File: src/rtl/uart_echo_ctrl.sv
// rtl/uart_echo_ctrl.sv - loopback controller queueing received bytes and replaying them to the transmitter
// Edge-detected rx pushes into a small FIFO; an FSM pops one byte at a time and runs the tx_val/busy handshake.
module uart_echo_ctrl #(
    parameter int DEPTH_LOG2   = 4,
    parameter int BUSY_TIMEOUT = 4096
) (
    input  logic                  clk,
    input  logic                  rst,
    input  logic                  rx_val,
    input  logic [7:0]            rx_data,
    input  logic                  busy,
    input  logic                  clr_err,
    output logic                  tx_val,
    output logic [7:0]            tx_data,
    output logic [DEPTH_LOG2:0]   fifo_count,
    output logic                  overflow,
    output logic                  timeout_err
);

    localparam int DEPTH = 1 << DEPTH_LOG2;
    localparam int CW    = DEPTH_LOG2 + 1;
    localparam int PW    = DEPTH_LOG2;
    localparam int TW    = $clog2(BUSY_TIMEOUT + 1);

    localparam logic [CW-1:0] COUNT_FULL = CW'(DEPTH);
    localparam logic [TW-1:0] TO_LAST    = TW'(BUSY_TIMEOUT - 1);

    typedef enum logic [1:0] {
        IDLE,
        REQ,
        WAIT_DONE
    } state_t;

    state_t          state;
    logic [7:0]      mem [DEPTH];
    logic [PW-1:0]   wr_ptr;
    logic [PW-1:0]   rd_ptr;
    logic            rx_val_d;
    logic [TW-1:0]   to_cnt;

    logic            push;
    logic            pop;
    logic            full;
    logic            accept;

    // A full FIFO still takes a byte when a pop frees a slot on the same edge.
    always_comb begin
        push   = rx_val & ~rx_val_d;
        full   = (fifo_count == COUNT_FULL);
        pop    = (state == IDLE) && (fifo_count != '0) && !busy;
        accept = push && (!full || pop);
    end

    always_ff @(posedge clk) begin
        if (accept) begin
            mem[wr_ptr] <= rx_data;
        end
    end

    always_ff @(posedge clk or negedge rst) begin
        if (!rst) begin
            rx_val_d   <= 1'b0;
            wr_ptr     <= '0;
            fifo_count <= '0;
            overflow   <= 1'b0;
        end else begin
            rx_val_d <= rx_val;
            if (accept) begin
                wr_ptr <= wr_ptr + PW'(1);
            end
            case ({accept, pop})
                2'b10:   fifo_count <= fifo_count + CW'(1);
                2'b01:   fifo_count <= fifo_count - CW'(1);
                default: fifo_count <= fifo_count;
            endcase
            if (push && !accept) begin
                overflow <= 1'b1;
            end else if (clr_err) begin
                overflow <= 1'b0;
            end
        end
    end

    // The clear is applied first so a timeout on the same edge keeps the flag set.
    always_ff @(posedge clk or negedge rst) begin
        if (!rst) begin
            state       <= IDLE;
            rd_ptr      <= '0;
            tx_val      <= 1'b0;
            tx_data     <= 8'h00;
            to_cnt      <= '0;
            timeout_err <= 1'b0;
        end else begin
            if (clr_err) begin
                timeout_err <= 1'b0;
            end
            case (state)
                IDLE: begin
                    if (pop) begin
                        tx_data <= mem[rd_ptr];
                        rd_ptr  <= rd_ptr + PW'(1);
                        tx_val  <= 1'b1;
                        to_cnt  <= '0;
                        state   <= REQ;
                    end
                end
                REQ: begin
                    if (busy) begin
                        tx_val <= 1'b0;
                        to_cnt <= '0;
                        state  <= WAIT_DONE;
                    end else if (to_cnt == TO_LAST) begin
                        tx_val      <= 1'b0;
                        to_cnt      <= '0;
                        timeout_err <= 1'b1;
                        state       <= IDLE;
                    end else begin
                        to_cnt <= to_cnt + TW'(1);
                    end
                end
                WAIT_DONE: begin
                    if (!busy) begin
                        state <= IDLE;
                    end
                end
                default: begin
                    tx_val <= 1'b0;
                    state  <= IDLE;
                end
            endcase
        end
    end

endmodule

File: config.mk
export PLATFORM = sky130hd
export DESIGN_NAME = uart_echo_ctrl
export DESIGN_NICKNAME = d
export VERILOG_FILES = /design/src/rtl/uart_echo_ctrl.sv
export SDC_FILE = /design/constraint.sdc
export NUM_CORES = 1
export LEC_CHECK = 0
export BUFFER_PORTS_ARGS = -buffer_cell sky130_fd_sc_hd__buf_4
export CORE_UTILIZATION = 40
export CTS_BUF_LIST = sky130_fd_sc_hd__clkbuf_16
export DETAILED_ROUTE_END_ITERATION = 10
export PLACE_DENSITY_LB_ADDON = 0.05
export REMOVE_ABC_BUFFERS = 1
export SLEW_MARGIN = 20
export SYNTH_ARGS = -nofsm -noshare
export SYNTH_HDL_FRONTEND = slang
export SYNTH_SLANG_ARGS = --single-unit
File: constraint.sdc
create_clock -name clk -period 7 [get_ports clk]
set_clock_uncertainty 0.15 [all_clocks]
set_input_delay 2.1 -clock clk [delete_from_list [all_inputs] [get_ports clk]]
set_output_delay 2.1 -clock clk [all_outputs]
set_load 0.005 [all_outputs]
; Word level (Yosys, flattened, before mapping)
; Memory sizes are Yosys's and may differ from the RTL's. A register that Yosys moved wholly into a read port is not among the register bits.
; Index checks and enable logic that the tools add are counted.
; W data, S select, Z words.
[word_totals]
register_bits = 32
ramBits = 128
input_bits = 13
out_inout_bits = 16
n_memories = 1
[op_classes]
add_sub_neg = 5
n_eq_ne = 9
mux = 22
bitwise = 3
reduce_logical = 18
[mem_list]
columns = name, words, width, read_ports, rd_ports_with_merged_regs, write_ports, line_no
row1 = mem, 16, 8, 1, 1, 1, 35  ; logic [7:0] mem [DEPTH];
[ops]
columns = op, n
row1 = $mux W13, 3
row2 = $pmux W13 S2, 1
row3 = $add A13 B1 Y13 const B, 1
row4 = $eq A13 B12 Y1 const B, 1
row5 = $mux W1, 11
row6 = $pmux W5 S2, 1
row7 = $add A4 B1 Y4 const B, 2
row8 = $mux W2, 4
row9 = $pmux W2 S3, 1
row10 = $reduce_and A3 Y1, 2
row11 = $reduce_bool A2 Y1, 3
row12 = $add A5 B1 Y5 const B, 1
row13 = $eq A5 B5 Y1 const B, 1
row14 = $reduce_bool A5 Y1, 1
row15 = $sub A5 B1 Y5 const B, 1
row16 = $eq A2 B1 Y1 const B, 2
row17 = $eq A2 B2 Y1 const B, 2
row18 = $logic_and A1 B1 Y1, 4
row19 = $logic_not A1 Y1, 4
row20 = $ne A2 B2 Y1 const B, 2
row21 = $reduce_and A2 Y1, 2
row22 = $ne A3 B3 Y1 const B, 1
row23 = $pmux W1 S3, 1
row24 = $logic_not A2 Y1, 1
row25 = other kinds (3), 4

; Longest topological paths before layout
[logic_depth]
depth_word = 8
ltp_mapped = 11

; Worst setup path after synthesis
; OpenSTA, ideal clock, no wires.
[synth_path]
path_kind = input to register
from = input port busy
to = register fifo_count[4]
setup_time_ns = 0.124
t_arrival_ns = 4.090
t_required_ns = 6.726
setup_slack_ns = 2.637
cell_stages = 10
path_buffers = 0
cell_sequence = or3_4 a21oi_4 nand2_2 inv_2 ha_1 nor2b_1 o21ai_0 nand3_1 o21a_1 a211o_1
[synth_via]
elab_chain_cells = 6
word_cells_on_any_way = 8
classes_between = eq/ne (2) / mux (1) / reduce/logical (5)
[synth_rtl]
columns = element, line_no
row1 = "start, declared", 11  ; input logic busy,
row2 = $logic_not A1 Y1 (*), --
row3 = $logic_and A1 B1 Y1 (*), 50  ; pop = (state == IDLE) && (fifo_count != '0) && !busy;
row4 = $logic_or A1 B1 Y1, 51  ; accept = push && (!full || pop);
row5 = $logic_and A1 B1 Y1, 51
row6 = $eq A2 B1 Y1 / $eq A2 B2 Y1 (equally long branches), 71  ; case ({accept, pop})
row7 = $pmux W5 S2 / $reduce_bool A2 Y1 (equally long branches), --
row8 = "end signal, assigned", 72  ; 2'b10: fifo_count <= fifo_count + CW'(1);
row9 = "end signal, assigned", 73  ; 2'b01: fifo_count <= fifo_count - CW'(1);
row10 = "end signal, assigned", 74  ; default: fifo_count <= fifo_count;
row11 = "end, declared", 15  ; output logic [DEPTH_LOG2:0] fifo_count,
; Mark *: on every way between the ends. The rest lies on a longest branch, timed or not.
; A chain may end at the register's enable or synchronous reset.

; Worst setup path after layout
; Ends and elaborated chain as after synthesis.

==> impl_metrics.env <==
export IMPL_status="complete, no violations"
export IMPL_syn_area_sq_um=7020
export IMPL_hold_violations=0
export IMPL_min_delay_path_depth=1
export IMPL_ys_seq_area_frac=0.690
export IMPL_critPathCaptureType="flop"
export IMPL_drt_iter0_drc=194
export IMPL_cts_hold_buf=0
export IMPL_fin_util=0.466
export IMPL_grt_use_total=0.168
export IMPL_rows=48
export IMPL_finalSetupViolations=0
export IMPL_power_density_nw_per_um2=388
export IMPL_htreeDepth=4
export IMPL_drc=0
export IMPL_pre_cts_slack_ns=2.06
export IMPL_ys_ff_latch=168
export IMPL_insertion_delay_ns=0.42
export IMPL_worstMarginPinSlew_ns=0.972
export IMPL_reg2reg_depth=10
export IMPL_numCtsBuffers=17
export IMPL_synth_adder_area_share=0.0189
export IMPL_synth_top_flop_cell="edfxtp_1"
export IMPL_cts_resized=0
export IMPL_synthCells=429
export IMPL_synth_common_cells="edfxtp_1 (128), dfrtp_1 (40), nand2_1 (37), mux4_2 (32), nor2_1 (24)"
export IMPL_gp_congestion=0.778
export IMPL_cp_max_fo=6
export IMPL_diodes=0
export IMPL_synth_top_area_share=0.547
export IMPL_core_area_sq_um=17200
export IMPL_finalMaxSlewViolations=0
export IMPL_drv_cap=0
export IMPL_area_growth_pct=14.3
export IMPL_rsz0062_at_grt="false"
export IMPL_cts_root_buffer="clkbuf_16"
export IMPL_dieArea_sq_um=18100
export IMPL_wl_um=13900
export IMPL_worst_ep_required_time_ns=7.16
export IMPL_wire_per_inst_um=19.9
export IMPL_synth_top_area_cell="edfxtp_1"
export IMPL_finalPower_mw=3.12
export IMPL_cp_arrival_ns=4.52
export IMPL_synthArstFlopShare=0.238
export IMPL_antenna_found_initial=0
export IMPL_postCtsSetupBuffers=0
export IMPL_postSynthAreaPerCell_sq_um=16.4
export IMPL_setup_tns_final_ns=0
export IMPL_cts_sinks=168
export IMPL_critPathLaunchType="primary input"
export IMPL_max_freq_mhz=229
export IMPL_yosysWarnings=0
export IMPL_num_io_pins=29
export IMPL_io_buffers=28
export IMPL_route_vias_total=3705
export IMPL_power_leakage_nw=2.82
export IMPL_synth_compound_area_frac=0.0552
export IMPL_yosysMostFrequentCell="edfxtp_1"
export IMPL_clockBufferDepth=2
export IMPL_die_y_um=135
export IMPL_drive_gt1_frac=0.249
export IMPL_synthSimpleGateAreaFrac=0.0682
export IMPL_synth_edf_count=128
export IMPL_place_hpwl_um=8910
export IMPL_ir_drop_uv=199
export IMPL_final_period_utilization=0.623
export IMPL_critical_path_class="in2reg"
export IMPL_maxSlewHeadroom=0.352
export IMPL_hold_class="reg2reg"
export IMPL_path_clk_slew_ns=0.07
export IMPL_via_per_inst=5.30
export IMPL_netlist_top_cells_area="edfxtp_1 (55%), dfrtp_1 (14%), mux4_2 (10%)"
export IMPL_ant_nets=0
export IMPL_synthMuxAreaShare=0.132
export IMPL_synthDistinctLibCells=52
export IMPL_period_minus_slack_ns=4.36
export IMPL_chipWidth_um=135
export IMPL_synth_xor_area_frac=0.0125
export IMPL_drtPass1Iterations=4
export IMPL_initial_utilization=0.408
export IMPL_grt_pass1_vias=3839
export IMPL_setup_slack_ns=2.64
export IMPL_grt_max_degree=41
export IMPL_synth_top_family_by_area="multiplexers"
export IMPL_cts_tree="done"
export IMPL_grt_pass1_wl_um=21700
export IMPL_grt_overflow=0
export IMPL_final_nets=484
## sequential cells by signal, summed over array words and instances (netlist names), 2 cells and up
name        count
fifo_count      5
rd_ptr          4
mem           128
tx_data         8
wr_ptr          4
state           2
to_cnt         13
## cell usage in the layout (no fill, tap or decap), types with 10 or more instances in the layout
master	netlist	routed
nand2_1	37	37
buf_4	2	31
mux2i_1	10	10
clkbuf_16	0	17
dfrtp_1	40	40
inv_1	13	14
a21oi_1	14	14
edfxtp_1	128	128
o21ai_0	23	23
mux4_2	32	32
nor2_1	24	24
## cell type report
| class | instances | area (sq um) |
|---|---|---|
| Fill cell | 1464 | 9210 |
| Sequential cell | 168 | 4840 |
| Timing Repair Buffer | 31 | 233 |
| Tap cell | 225 | 282 |
| Inverter | 14 | 52.6 |
| Clock buffer | 17 | 425 |
| Multi-Input combinational cell | 229 | 2030 |
| Clock inverter | 15 | 159 |
## worst max-delay path: stages
cell     delay (ns)
buf_4          0.13
or3_4          0.41
a21oi_4        0.21
nand2_2        0.11
inv_2          0.14
ha_1           0.28
nor2b_1        0.14
o21ai_0        0.39
nand3_1        0.14
o21a_1         0.19
a211o_1        0.28
## metrics by stage
stage                     std cells  cell area, sq um  hold WS [ns]
after floorplan                 411              6910         0.301
after global routing            699              8030         0.355
after global placement          667              7420         0.324
after detailed placement        667              7430         0.329
after CTS                       699              8010         0.339
final                           699              8030         0.330
## worst paths after layout
kind	startpoint	endpoint	slack [ns]
min reg2reg	to_cnt[11]$_DFFE_PN0P_	to_cnt[11]$_DFFE_PN0P_	0.33
max in group asynchronous	rst	tx_data[3]$_DFFE_PN0P_	4.81
max reg2reg	state[0]$_DFFE_PN0P_	fifo_count[4]$_DFFE_PN0P_	3.95
min	to_cnt[11]$_DFFE_PN0P_	to_cnt[11]$_DFFE_PN0P_	0.33
max	busy	fifo_count[4]$_DFFE_PN0P_	2.64
min in group asynchronous	rst	fifo_count[0]$_DFFE_PN0P_	1.51
## cell families after synthesis
logic type      after synthesis
mux                          51
buf+inv                      32
simple gates                 97
flops                       168
compound gates               61
xor+xnor                     10
fa+ha+maj                    10
## per-layer routing
metal  share of wire  track usage  vias up
met2            0.50        0.274       94
met5               0            0        -
li1                -            -     1711
met4           0.012       0.0587        0
met3           0.041       0.0432       10
met1            0.45        0.220     1890
## report_power, final
| group | total [mW] | leakage, nW | switching [mW] | internal (mW) |
|---|---|---|---|---|
| Clock | 0.910 | 0.291 | 0.432 | 0.478 |
| Combinational | 0.905 | 0.864 | 0.475 | 0.429 |
| Sequential | 1.30 | 1.67 | 0.112 | 1.19 |
(Power assumes the default switching activity.)
